File: config.mk
export PLATFORM = sky130hd
export DESIGN_NAME = demux_1to16_deser
export DESIGN_NICKNAME = d
export VERILOG_FILES = /design/src/rtl/demux_pkg.sv /design/src/rtl/dec_4to16.sv /design/src/rtl/demux_1to16_deser.sv
export SDC_FILE = /design/constraint.sdc
export NUM_CORES = 1
export LEC_CHECK = 0
export BUFFER_PORTS_ARGS = -buffer_cell sky130_fd_sc_hd__buf_2
export CORE_MARGIN = 4
export CORE_UTILIZATION = 44
export DETAILED_ROUTE_END_ITERATION = 8
export MAX_ROUTING_LAYER = met4
export PLACE_DENSITY_LB_ADDON = 0.05
export SYNTH_ARGS = -nofsm -noshare
export SYNTH_HDL_FRONTEND = slang
export SYNTH_HIERARCHICAL = 1
export SYNTH_SLANG_ARGS = --single-unit
File: constraint.sdc
create_clock -name clk -period 2.2 [get_ports clk]
set_input_delay 0.22 -clock clk [delete_from_list [all_inputs] [get_ports clk]]
set_output_delay 0.22 -clock clk [all_outputs]
set_load 0.02 [all_outputs]
File: src/rtl/demux_pkg.sv
// Shared constants, FSM state type and word-completion rule for the 1:16 deserializer.
package demux_pkg;

  localparam int WIDTH = 16;
  localparam int SEL_W = 4;

  typedef enum logic {
    COLLECT = 1'b0,
    OUT     = 1'b1
  } state_e;

  // A word closes on an explicit last, or when auto mode writes the top bit.
  function automatic logic isCompletion(input logic             lastBit,
                                        input logic             selMode,
                                        input logic [SEL_W-1:0] ptr);
    return lastBit || (!selMode && (ptr == SEL_W'(WIDTH - 1)));
  endfunction

endpackage

File: src/rtl/dec_4to16.sv
// 4-bit index to one-hot write enable; drives both the shadow write and the mask update.
module dec_4to16
  import demux_pkg::*;
(
  input  logic [SEL_W-1:0] idx_i,
  output logic [WIDTH-1:0] onehot_o
);

  always_comb begin
    onehot_o        = '0;
    onehot_o[idx_i] = 1'b1;
  end

endmodule

File: src/rtl/demux_1to16_deser.sv
// Serial-to-parallel 1:16 demultiplexer: collects one bit per beat into a shadow word
// and presents the completed word and its written-bit mask on a valid/ready port.
module demux_1to16_deser
  import demux_pkg::*;
(
  input  logic             clk,
  input  logic             rst,
  input  logic             din,
  input  logic             din_valid,
  output logic             din_ready,
  input  logic             sel_mode,
  input  logic [SEL_W-1:0] s,
  input  logic             last,
  output logic [WIDTH-1:0] q,
  output logic [WIDTH-1:0] q_mask,
  output logic             q_valid,
  input  logic             q_ready,
  output logic [SEL_W-1:0] idx
);

  state_e            state_q, state_d;
  logic [SEL_W-1:0]  idx_q, idx_d;
  logic [WIDTH-1:0]  shadow_q, shadow_d;
  logic [WIDTH-1:0]  mask_q, mask_d;
  logic [WIDTH-1:0]  outWord_q, outWord_d;
  logic [WIDTH-1:0]  outMask_q, outMask_d;

  logic              accept;
  logic              complete;
  logic [SEL_W-1:0]  target;
  logic [WIDTH-1:0]  writeEn;
  logic [WIDTH-1:0]  shadowNext;
  logic [WIDTH-1:0]  maskNext;

  // A pending word blocks new beats unless it is being consumed this same cycle.
  assign din_ready = !rst && ((state_q == COLLECT) || q_ready);
  assign accept    = din_valid && din_ready;
  assign target    = sel_mode ? s : idx_q;
  assign complete  = accept && isCompletion(last, sel_mode, idx_q);

  dec_4to16 u_dec (
    .idx_i    (target),
    .onehot_o (writeEn)
  );

  assign shadowNext = din ? (shadow_q | writeEn) : (shadow_q & ~writeEn);
  assign maskNext   = mask_q | writeEn;

  always_comb begin
    state_d   = state_q;
    idx_d     = idx_q;
    shadow_d  = shadow_q;
    mask_d    = mask_q;
    outWord_d = outWord_q;
    outMask_d = outMask_q;

    if (accept) begin
      shadow_d = shadowNext;
      mask_d   = maskNext;
      idx_d    = target + SEL_W'(1);
    end

    // A completion beat reloads the output even while the previous word is consumed.
    if (complete) begin
      outWord_d = shadowNext;
      outMask_d = maskNext;
      shadow_d  = '0;
      mask_d    = '0;
      idx_d     = '0;
      state_d   = OUT;
    end else if ((state_q == OUT) && q_ready) begin
      state_d = COLLECT;
    end
  end

  always_ff @(posedge clk) begin
    if (rst) begin
      state_q   <= COLLECT;
      idx_q     <= '0;
      shadow_q  <= '0;
      mask_q    <= '0;
      outWord_q <= '0;
      outMask_q <= '0;
    end else begin
      state_q   <= state_d;
      idx_q     <= idx_d;
      shadow_q  <= shadow_d;
      mask_q    <= mask_d;
      outWord_q <= outWord_d;
      outMask_q <= outMask_d;
    end
  end

  assign q       = outWord_q;
  assign q_mask  = outMask_q;
  assign q_valid = (state_q == OUT);
  assign idx     = idx_q;

endmodule

# After elaboration in Yosys (flattened, before gate mapping)
# Index checks and enable logic that the tools add are counted.
# totals
regBits,69
word_cells,33
mem_bits_rw,0
romBits,0
mem_count,0
latchBits,0
# op_classes
add_sub_neg,1
div_mod_pow,0
multipliers,0
n_bitwise,5
reduce_logical,12
n_eq_ne,1
n_lt_le_gt_ge,2
muxes,6
n_shift,0
# op_table
cell,n
16-bit OR,2
16-bit AND,1
16-bit 2-to-1 mux,1
16-bit inverter,1
1-bit logical AND,6
4-bit by 5-bit < comparator with 1-bit output (second input constant),1
4-bit by 1-bit adder with 4-bit output (second input constant),1
1-bit demux with 4-bit select,1
4-bit equality test (second input constant),1
4-bit by 1-bit greater-or-equal comparator with 1-bit output (second input constant),1
4-bit 2-to-1 mux,1
1-bit 2-to-1 mux,3
1-bit zero test,2
1-bit logical OR,2
2-bit nonzero test,1
2-bit OR reduction,1
1-bit inverter,1

# Depth between registers and ports, before layout
# Gate-level depths: netlist of the first run.
# logic_depth
ltp_word,8
depth_mapped,8

# Hierarchy
# The synthesis of the first run kept the hierarchy.
# by_module_without_submodules
mod,cells_per_inst,n_inst,area_per_inst_um2,seq_area_each_um2
demux_1to16_deser,322,1,3050.4,1381.3
dec_4to16,20,1,226.5,0.0

# Worst setup path after synthesis of the first run
# Ideal clock, no wire load.
# synth_timing
kind,reg-to-reg
start,"register idx_q[0], in the netlist idx[0]"
end,"register outWord_q[2], in the netlist q[2]"
required_ns,2.054
path_stages_with_launch,6
synth_period_minus_slack_ns,1.768
arrival_ns,1.622
setup_slack_ns,0.432
setup_ns,0.146
cell_sequence,dfxtp_1 > mux2_2 > buf_4 > nor4b_2 > mux2i_1 > a211oi_2
# synth_between
elab_chain_cells,8
word_cells_on_any_way,14
# synth_lines
element,line_no,source
from (decl),demux_1to16_deser.sv:22,"logic [SEL_W-1:0] idx_q, idx_d;"
from (signal assigned),demux_1to16_deser.sv:86,idx_q <= idx_d;
4-bit 2-to-1 mux *,demux_1to16_deser.sv:38,assign target = sel_mode ? s : idx_q;
via target[0],demux_1to16_deser.sv:30,logic [SEL_W-1:0] target;
4-bit by 5-bit < comparator with 1-bit output (implied by the code) or 4-bit by 1-bit greater-or-equal comparator with 1-bit output (tied branches),dec_4to16.sv:11,onehot_o[idx_i] = 1'b1;
1-bit logical AND (implied by the code),dec_4to16.sv:11,
1-bit 2-to-1 mux (implied by the code),dec_4to16.sv:11,
1-bit demux with 4-bit select *,n/a,
via writeEn[2],demux_1to16_deser.sv:31,logic [WIDTH-1:0] writeEn;
16-bit inverter,demux_1to16_deser.sv:46,assign shadowNext = din ? (shadow_q | writeEn) : (shadow_q & ~writeEn);
16-bit AND,demux_1to16_deser.sv:46,
16-bit 2-to-1 mux *,demux_1to16_deser.sv:46,
to (signal assigned),demux_1to16_deser.sv:89,outWord_q <= outWord_d;
to (decl),demux_1to16_deser.sv:25,"logic [WIDTH-1:0] outWord_q, outWord_d;"
# The timed path passes the listed nets; every way through them passes the cells marked *.
# A chain may end at the register's enable or synchronous reset.

# Worst setup path after layout of the first run
# layout_timing
start,"register idx_q[0], in the netlist idx[0]"
end,register shadow_q[4]
# layout_between
elab_chain_cells,8
word_cells_on_any_way,15
# layout_lines
element,line_no,source
4-bit 2-to-1 mux *,demux_1to16_deser.sv:38,
via target[0],demux_1to16_deser.sv:30,
4-bit by 5-bit < comparator with 1-bit output (implied by the code) or 4-bit by 1-bit greater-or-equal comparator with 1-bit output (tied branches),dec_4to16.sv:11,
1-bit logical AND (implied by the code),dec_4to16.sv:11,
1-bit 2-to-1 mux (implied by the code),dec_4to16.sv:11,
1-bit demux with 4-bit select *,n/a,
via writeEn[4],demux_1to16_deser.sv:31,
16-bit inverter,demux_1to16_deser.sv:46,
16-bit AND,demux_1to16_deser.sv:46,
16-bit 2-to-1 mux *,demux_1to16_deser.sv:46,
to (signal assigned),demux_1to16_deser.sv:87,shadow_q <= shadow_d;
to (decl),demux_1to16_deser.sv:23,"logic [WIDTH-1:0] shadow_q, shadow_d;"
# Marks and branches as above.

==> metrics.txt, run 1 <==
final hold vios=0; Max clock buf depth=2; cell area power density=745 nW/µm²; Netlist Area Pre-Place=3280 µm²; Switching Share=between 20% and 30%; sequential area share after synthesis=a little over two fifths; Setup crit start kind=flop; Global Route Usage Sum=20.1%; TritonCTS buffer count=9; setup TNS=0 ps; top post-synthesis cells by area=dfxtp_1 (42%), a211oi_2 (11%), a21oi_1 (8.9%); port buffer count=48; Initial Util=between 40% and 50%; vias per std cell=roughly 5.5; Crit. path cell count=5; critical path data required time=roughly 2400 ps; Post-Place Worst Slack=approximately 320 ps; Leakage=1.28 nW; layout cells sized above 1=33.6%; Syn Inst Count=342; gpl congestion=between 0.7 and 0.8; Die Height=94.3 µm; R2R cell count=5; Cells after DPL=around 460; vias in the first global route=around 2.6k; total die area=roughly 8900 µm²; Avg WL per Cell=roughly 17 µm; FF-to-FF Start=idx[0]$_SDFFE_PP0P_; Tightest Hold Check Type=input pin to flop; CTS resizes=0; overflow left after global routing=0; RSZ-0062 raised after global routing=no; Detail Route Antenna Nets=0; Crit Path Max Fanout=20; largest net degree at the start of global routing=35; drt drc=0; die width=around 94 µm; Final setup viols=0; worst rel slew slack=between 50% and 60%; Max Freq=around 560 MHz; cell family with most CP delay=simple AND/OR/NAND/NOR gates; Setup WS post-layout=a little over 400 ps; DRT iter0 DRCs=90; CTS root buf=clkbuf_8; r2r endpoint=shadow_q[4]$_SDFFE_PP0P_; Pins Over Slew Limit=0; Final HPWL DP=5.07 mm; # IOs=49; worst hold slack=approximately 320 ps; ANT cells=0; Yosys warnings=6; Post-Synth Adder-Cell Area=0.382%; fin crit share=81.1%; CTS tree=built; Compound-Gate Fraction of Synth Area=24.5%; critical path class=flop to flop; mux contribution to synthesized area=between 6 and 7%; Comb pwr share=between 10% and 20%; htree depth=3; VDD IR-drop max=between 300 and 400 µV; power share of the clock group=between 30% and 40%; Post-CTS Repair Setup Buffers=0; Synth top area share=between 40 and 50%; final-layout fill cell count=a little over 700; NetSw=0.000745 W; flops & latches, synth=69; Syn-to-layout area delta=13.4%; Synth Flop Type=dfxtp_1; Slowest Stage Delay on Critical Path=~500 ps; status=completed; Synth Area in Simple Gates=approximately 18%; internal power consumption=0.00202 W; reg-to-reg slack, setup=a little over 400 ps; area leader, netlist=dfxtp_1; Async S/R FF share, synth=0%; CP endpoint=shadow_q[4]$_SDFFE_PP0P_; initial antenna violation count=0; worst endpoint data arrival time=between 2000 and 2500 ps; CP Cell Sequence=mux2_2 -> nor4b_2 -> nand4_1 -> nand2_1 -> a21oi_2; max-cap viol count=0; average cell area after synthesis=around 9.6 µm²; actual slew at the worst max-slew pin=612 ps; vias post-DR=~2.6k; slowest cell on the critical path=nor4b_2; first-pass GRT wire length=13.5 mm; register share of total power=between 40% and 50%; CTS sink count=69; post-synthesis cell type count=34; final wirelength=between 8 and 9 mm; Critical path origin=idx[0]$_SDFFE_PP0P_; Clk Latency, worst-skew pair=between 300 and 400 ps; First-pass DRT Iterations=4; # rows=31; Clock Skew=roughly 11 ps; core region area=between 7000 and 8000 µm²; CP Buf/Inv Count=0; XOR/XNOR share of the synthesized area=0.267%; CTS clk-pin slew, worst paths=roughly 80 ps; main combinational cell family by area after synthesis=compound AO/OA/AOI/OAI gates; Synthesized Nets=~350; hold-fix buffers at CTS=0; Crit. End Element=flop; Nets=~390; Post-Layout Cell Count=480; Tot Pwr=0.00277 W; minimum clock period=roughly 1800 ps; count of flip-flops with a built-in enable after synthesis=0
## Yosys cell counts, types with 2 or more instances
cell	n
dfxtp_1	69
a21oi_1	58
a211oi_2	30
nand2_1	23
nand3_1	18
nand4_1	17
inv_1	16
mux2i_1	16
nor2_1	16
clkbuf_1	14
a21oi_2	11
buf_6	9
buf_4	5
and4b_1	4
and4bb_1	4
mux2_2	4
nor4b_2	4
buf_1	3
buf_2	3
a211oi_1	2
and4bb_2	2
nand2b_1	2
## worst reg2reg max path, cell delays in order (launching register included)
cell	delay, ps
dfxtp_1	340
mux2_2	430
nor4b_2	500
nand4_1	220
nand2_1	140
a21oi_2	60
## power by group through the flow
stage,Sequential (W),Clock [W],Combinational (W)
floorplan,0.00138,0,0.000244
global placement,0.00134,0,0.000369
detailed placement,0.00134,0,0.000373
CTS,0.00131,0.00113,0.000374
global route,0.00131,0.00117,0.000405
finish,0.00131,0.00109,0.000372
## how the worst min path moves through the flow
stage | from | to | slack, ps | cells past startpoint
after floorplan | mask_q[10]$_SDFFE_PP0P_ | mask_q[10]$_SDFFE_PP0P_ | 420 | 2
after global placement | mask_q[2]$_SDFFE_PP0P_ | mask_q[2]$_SDFFE_PP0P_ | 430 | 2
after detailed placement | mask_q[15]$_SDFFE_PP0P_ | mask_q[15]$_SDFFE_PP0P_ | 440 | 2
after CTS | rst | mask_q[15]$_SDFFE_PP0P_ | 300 | 4
after global routing | rst | mask_q[15]$_SDFFE_PP0P_ | 330 | 4
final | rst | mask_q[15]$_SDFFE_PP0P_ | 320 | 4
## registers in the layout, summed over array words and instances, names as in the netlist
signal	count
mask_q	16
q_valid	1
idx	4
q_mask	16
shadow_q	16
q	16
## layout make-up
cell class              count  area (µm²)  area share [%]
well taps                  99         124            3.33
repair buffers             57         320            8.62
clock buffers              13         169            4.55
inverters                  17        68.8            1.85
multi-input cells         222        1610            43.3
clock inverters             3        42.5            1.14
flip-flops and latches     69        1380            37.2
## metal layers
layer	GRT usage [%]	share of wire, %	vias to the layer above
li1	-	-	1307
met1	28.8	52	1270
met2	28.5	43	55
met3	2.80	4.0	6
met4	7.46	1.1	0
met5	-	0	-
## cells by family after synthesis
logic type                 count (synthesis)
muxes                                     20
xor gates and xnor gates                   1
buffers and inverters                     51
AOI/OAI and AO/OA                        104
adders and majority gates                  1
DFF                                       69
and+or+nand+nor                           96
## per-stage QoR
step,util [%],instance area (µm²)
final,51.2,3720
after global routing,51.2,3720
after CTS,51.2,3720
after detailed placement,48.3,3500
after global placement,48.3,3500
after floorplan,-,3280
## cells in the final DEF, fill, tap and decap left out, types with 2 or more instances in the layout
| cell | count |
|---|---|
| nand2_1 | 23 |
| a211oi_2 | 30 |
| nand4_1 | 17 |
| buf_2 | 48 |
| mux2_2 | 4 |
| a21oi_2 | 11 |
| and4bb_1 | 4 |
| a21oi_1 | 58 |
| dfxtp_1 | 69 |
| nand3_1 | 18 |
| nor2_1 | 16 |
| inv_1 | 16 |
| nand2b_1 | 2 |
| buf_4 | 8 |
| a211oi_1 | 2 |
| nor4b_2 | 4 |
| mux2i_1 | 16 |
| and4b_1 | 4 |
| and4bb_2 | 2 |
| clkbuf_8 | 12 |
No activity file was read; power rests on OpenSTA's default activity.
==> run 2, diff against run 1 <==
--- a/config.mk
+++ b/config.mk
@@ -5,6 +5,7 @@
 export SDC_FILE = /design/constraint.sdc
 export NUM_CORES = 1
 export LEC_CHECK = 0
+export ABC_AREA = 1
 export BUFFER_PORTS_ARGS = -buffer_cell sky130_fd_sc_hd__buf_2
 export CORE_MARGIN = 4
 export CORE_UTILIZATION = 44
==> constraint.sdc (replaced) <==
create_clock -name clk -period 1.8 [get_ports clk]
set_input_delay 0.18 -clock clk [delete_from_list [all_inputs] [get_ports clk]]
set_output_delay 0.18 -clock clk [all_outputs]
set_load 0.02 [all_outputs]
==> metrics.txt, run 2 <==
actual slew at the worst max-slew pin=about 570 ps; critical path class=flop to flop; DRT iter0 DRCs=102; hold path endpoint=q_valid$_SDFFE_PP0P_; main combinational cell family by area after synthesis=simple AND/OR/NAND/NOR gates; Syn-to-layout area delta=17.8%; Syn Inst Count=slightly below 400; overflow left after global routing=0; Nets=~450; Netlist Area Pre-Place=between 2000 and 3000 µm²; count of flip-flops with a built-in enable after synthesis=0; hold-fix buffers at CTS=0; reg-to-reg slack, setup=around 110 ps; Tot Pwr=approximately 0.0033 W; final hold vios=0; htree depth=3; fin crit share=a little over nine tenths; post-synthesis cell type count=23; flops & latches, synth=69; VDD IR-drop max=about 700 µV; most frequent cells in the layout=nor2_1 (84), dfxtp_1 (69), nand2_1 (55); Tightest Hold Check Type=input pin to flop; r2r endpoint=shadow_q[11]$_SDFFE_PP0P_; Synth Flop Type=dfxtp_1; Initial Util=45.2%; critical hold path startpoint=rst; largest net degree at the start of global routing=37; Post-CTS Repair Setup Buffers=0; area leader, netlist=dfxtp_1; Cells after DPL=between 500 and 600; Final HPWL DP=~4.6 mm; Pins Over Slew Limit=0; Synth Area in Simple Gates=28.0%; # rows=29; worst rel slew slack=~62%; port buffer count=48; initial antenna violation count=0; Crit. End Element=flop; core region area=roughly 6300 µm²; total die area=around 7900 µm²; vias post-DR=about 2.5k; Max clock buf depth=2; max-cap viol count=0; vias per std cell=~4.8; Final setup viols=0; XOR/XNOR share of the synthesized area=less than 1%; die width=between 80 and 90 µm; Yosys warnings=6; Post-Layout Cell Count=517; First-pass DRT Iterations=4; Compound-Gate Fraction of Synth Area=between 15 and 20%; final wirelength=6.61 mm; setup TNS=0 ps; RSZ-0062 raised after global routing=yes; Post-Synth Adder-Cell Area=less than 1%; minimum clock period=1690 ps; Clock Skew=between 6 and 7 ps; first-pass GRT wire length=between 10 and 15 mm; Clk Latency, worst-skew pair=340 ps; gpl congestion=slightly above 0.9; Leakage=around 1.5 nW; drt drc=0; most frequent cell after synthesis=nor2_1; CTS clk-pin slew, worst paths=~70 ps; Min-Delay Path Depth=2; cell area power density=just under 1000 nW/µm²; Synth top area share=48.1%; ANT cells=0; CTS tree=built; worst hold slack=~20 ps; CTS sink count=a little under 70; Max Freq=roughly 600 MHz; final core utilization=53.3%; critical path data required time=2040 ps; top post-synthesis cells by area=dfxtp_1 (48%), nor2_1 (12%), nand2_1 (7.3%); average cell area after synthesis=approximately 7.4 µm²; sequential area share after synthesis=about half; Die Height=88.8 µm; worst endpoint data arrival time=around 1900 ps; R2R cell count=10; Post-synth top cells=nor2_1 (93), dfxtp_1 (69), nand2_1 (56), o21ai_0 (31), a21oi_1 (30); final-layout fill cell count=641; Synthesized Nets=399; FF-to-FF Start=idx[2]$_SDFFE_PP0P_; Setup crit start kind=flop; Global Route Usage Sum=between 10% and 20%; most common cell after layout, fill and taps aside=nor2_1; CTS resizes=0; vias in the first global route=around 2.3k; TritonCTS buffer count=9; mux contribution to synthesized area=0%; Avg WL per Cell=12.8 µm; layout cells sized above 1=roughly a quarter; Async S/R FF share, synth=0%; Detail Route Antenna Nets=0; Crit Path Max Fanout=6; status=completed; # IOs=between 40 and 50; CTS root buf=clkbuf_8
[run 2: changes by cell type after synthesis, sizes merged, moves of 11 or more]
cell	before	now
nand2	23	59
a211oi	32	0
a21oi	69	30
clkbuf	14	3
nand4	17	1
o21ai	0	46
or2	0	17
nor2	16	93
mux2i	16	0
[run 2: power breakdown]
| part | total, W | switching (W) | internal (W) |
|---|---|---|---|
| clock | 0.00135 | 0.000567 | 0.000780 |
| combinational | 0.000357 | 0.000243 | 0.000114 |
| sequential | 0.00159 | 0.0000204 | 0.00157 |
| total | 0.00329 | 0.000830 | 0.00246 |
[run 2: area by class of cell]
cell class | instances | area [µm²] | share of cell area [%]
clock inverter | 4 | 72.6 | 2.14
clock buffer | 12 | 135 | 3.99
inverter | 23 | 91.3 | 2.70
tap | 77 | 96.3 | 2.85
timing repair buffer | 57 | 308 | 9.10
sequential | 69 | 1380 | 40.8
multi-input combinational | 275 | 1300 | 38.4
[run 2: worst max-delay path, stage by stage, from the launching register on]
cell	delay [ps]
dfxtp_1	350
nand2_1	80
nand2_1	150
inv_1	140
nand2_1	130
nor2_1	270
nand2_1	80
o21ai_0	140
nor2_1	80
a21oi_1	120
nor2_1	50
[run 2: metal layers]
metal / track usage, % / share of wire, % / vias up
li1: - / - / 1336
met3: 3.54 / 4.7 / 11
met2: 27.4 / 43 / 56
met4: 9.48 / 1.8 / 0
met5: - / 0 / -
met1: 25.2 / 50 / 1096
[run 2: stage by stage]
stage               worst slack, ps  area (µm²)
floorplan                       278        2870
global placement                153        3150
detailed placement              113        3150
CTS                             116        3350
global route                   -105        3380
finish                          114        3380
[run 2: logic make-up after synthesis]
group	Yosys count
flops	69
fa+ha+maj	1
simple gates	190
xor+xnor	1
compound gates	83
buf+inv	43
[run 2: how the worst max path moves through the flow]
stage | startpoint | cells past startpoint | slack (ps) | endpoint
floorplan | idx[1]$_SDFFE_PP0P_ | 8 | 280 | q_mask[0]$_SDFFE_PP0P_
global placement | idx[2]$_SDFFE_PP0P_ | 9 | 150 | shadow_q[13]$_SDFFE_PP0P_
detailed placement | sel_mode | 12 | 110 | shadow_q[8]$_SDFFE_PP0P_
CTS | idx[2]$_SDFFE_PP0P_ | 9 | 120 | shadow_q[14]$_SDFFE_PP0P_
global route | idx[2]$_SDFFE_PP0P_ | 10 | -110 | shadow_q[10]$_SDFFE_PP0P_
finish | idx[2]$_SDFFE_PP0P_ | 10 | 110 | shadow_q[11]$_SDFFE_PP0P_
==> run 3, diff against run 2 <==
--- a/config.mk
+++ b/config.mk
@@ -7,11 +7,13 @@
 export LEC_CHECK = 0
 export ABC_AREA = 1
 export BUFFER_PORTS_ARGS = -buffer_cell sky130_fd_sc_hd__buf_2
+export CORE_ASPECT_RATIO = 1.1
 export CORE_MARGIN = 4
 export CORE_UTILIZATION = 44
 export DETAILED_ROUTE_END_ITERATION = 8
 export MAX_ROUTING_LAYER = met4
 export PLACE_DENSITY_LB_ADDON = 0.05
+export RECOVER_POWER = 100
 export SYNTH_ARGS = -nofsm -noshare
 export SYNTH_HDL_FRONTEND = slang
 export SYNTH_HIERARCHICAL = 1
==> metrics.txt, run 3 (same netlist as run 2, synthesis figures left out) <==
Clk Latency, worst-skew pair=340 ps; Nets=~450; cell area power density=~930 nW/µm²; initial antenna violation count=0; overflow left after global routing=0; total die area=about 7900 µm²; # rows=30; vias per std cell=between 4 and 5; Min-Delay Path Depth=2; worst rel slew slack=between 60% and 70%; reg-to-reg slack, setup=approximately 150 ps; CP endpoint=shadow_q[8]$_SDFFE_PP0P_; critical path class=flop to flop; critical path data required time=roughly 2000 ps; final wirelength=6.57 mm; Die Height=92.7 µm; ANT cells=0; core region area=6270 µm²; largest net degree at the start of global routing=42; final hold vios=0; htree depth=3; CTS tree=built; final-layout fill cell count=~660; Detail Route Antenna Nets=0; Leakage=about 1.3 nW; FF-to-FF Start=idx[2]$_SDFFE_PP0P_; VDD IR-drop max=approximately 610 µV; gpl congestion=about 0.83; Global Route Usage Sum=18.1%; actual slew at the worst max-slew pin=between 500 and 600 ps; CTS root buf=clkbuf_8; Post-Place Worst Slack=128 ps; Clock Skew=roughly 5 ps; vias post-DR=roughly 2.5k; most common cell after layout, fill and taps aside=nor2_1; minimum clock period=approximately 1700 ps; Syn-to-layout area delta=14.0%; Crit Path Max Fanout=6; # IOs=49; Tot Pwr=0.00303 W; RSZ-0062 raised after global routing=yes; Reg area=roughly 1400 µm²; setup TNS=0 ps; Final setup viols=0; First-pass DRT Iterations=4; Final HPWL DP=between 4 and 5 mm; worst endpoint data arrival time=between 1500 and 2000 ps; max-cap viol count=0; Max clock buf depth=2; most frequent cells in the layout=nor2_1 (88), dfxtp_1 (69), nand2_1 (56); TritonCTS buffer count=9; first-pass GRT wire length=between 10 and 15 mm; fin crit share=between 90% and 100%; CTS sink count=69; Setup crit start kind=flop; layout cells sized above 1=between 10% and 20%; combined area of the multi-input logic cells=~1300 µm²; Setup WS post-layout=~150 ps; Avg WL per Cell=12.7 µm; Crit. End Element=flop; Max Freq=605 MHz; CTS clk-pin slew, worst paths=70 ps; Initial Util=a little under half; die width=between 80 and 90 µm; r2r endpoint=shadow_q[8]$_SDFFE_PP0P_; vias in the first global route=2,328; Tightest Hold Check Type=input pin to flop; Pins Over Slew Limit=0; Critical path origin=idx[2]$_SDFFE_PP0P_; R2R cell count=10; port buffer count=48; drt drc=0; DRT iter0 DRCs=76; hold-fix buffers at CTS=0; status=completed
==> run 3: cell types whose count changed in the layout (fill, tap and decap cells not counted), moves of 2 or more <==
cell,before,now
buf_2,48,12
clkbuf_1,3,37
o21ai_0,31,36
o21ai_1,15,10
nor2_1,84,88
nor2_2,8,5
buf_4,9,7
bufinv_16,2,0
clkbuf_2,0,2
clkbuf_8,9,11
==> run 3: what timing repair did <==
action / in CTS / in global routing
setup buffers: 0 / 0
setup endpoints to repair: 0 / 8
resized for setup: 0 / 5
endpoints found under the hold margin: 0 / 0
==> run 3: worst min-delay path by stage <==
stage                     slack, ps  start                    to
after global routing             20    rst  q_valid$_SDFFE_PP0P_
after global placement          370    rst  q_valid$_SDFFE_PP0P_
after detailed placement        380    rst  q_valid$_SDFFE_PP0P_
after CTS                         8    rst  q_valid$_SDFFE_PP0P_
final                            20    rst  q_valid$_SDFFE_PP0P_
after floorplan                 250    rst  q_valid$_SDFFE_PP0P_
==> run 3: critical path, cell delays in order, from the launching register on <==
cell	delay, ps
dfxtp_1	350
nand2_1	80
nand2_1	130
inv_1	100
nand2_1	100
nor2_1	320
nand2_1	90
o21ai_0	140
nor2_1	80
a21oi_1	120
nor2_1	50
==> run 3: cell type report <==
class / count / share of cell area, %
clock inverter: 2 / 0.306
clock buffer: 12 / 4.74
timing repair buffer: 58 / 8.10
sequential: 69 / 42.2
multi-input combinational: 275 / 38.8
tap: 80 / 3.06
inverter: 23 / 2.79
==> run 3: report_power, final <==
| group | switching (W) | total [W] | internal (W) |
|---|---|---|---|
| clock | 0.000542 | 0.00110 | 0.000556 |
| sequential | 0.0000208 | 0.00159 | 0.00157 |
| combinational | 0.000238 | 0.000342 | 0.000104 |
==> run 3: layer usage <==
metal | global-route usage [%] | wire length, µm | share of wire [%] | vias up
li1 | - | - | - | 1336
met2 | 27.4 | 2910 | 44 | 40
met4 | 7.92 | 97 | 1.5 | 0
met3 | 3.65 | 230 | 3.5 | 11
met1 | 23.3 | 3330 | 51 | 1130
met5 | - | 0 | 0 | -
==> run 3: stage by stage <==
step	std cells	area (µm²)	utilization (%)	hold WS, ps
3_3_place_gp	505	3160	50.4	374
4_1_cts	519	3320	53.0	7.59
6_report	519	3270	52.2	19.9
5_1_grt	519	3270	52.2	17.8
2_1_floorplan	387	2870	-	249
3_5_place_dp	505	3160	50.4	375
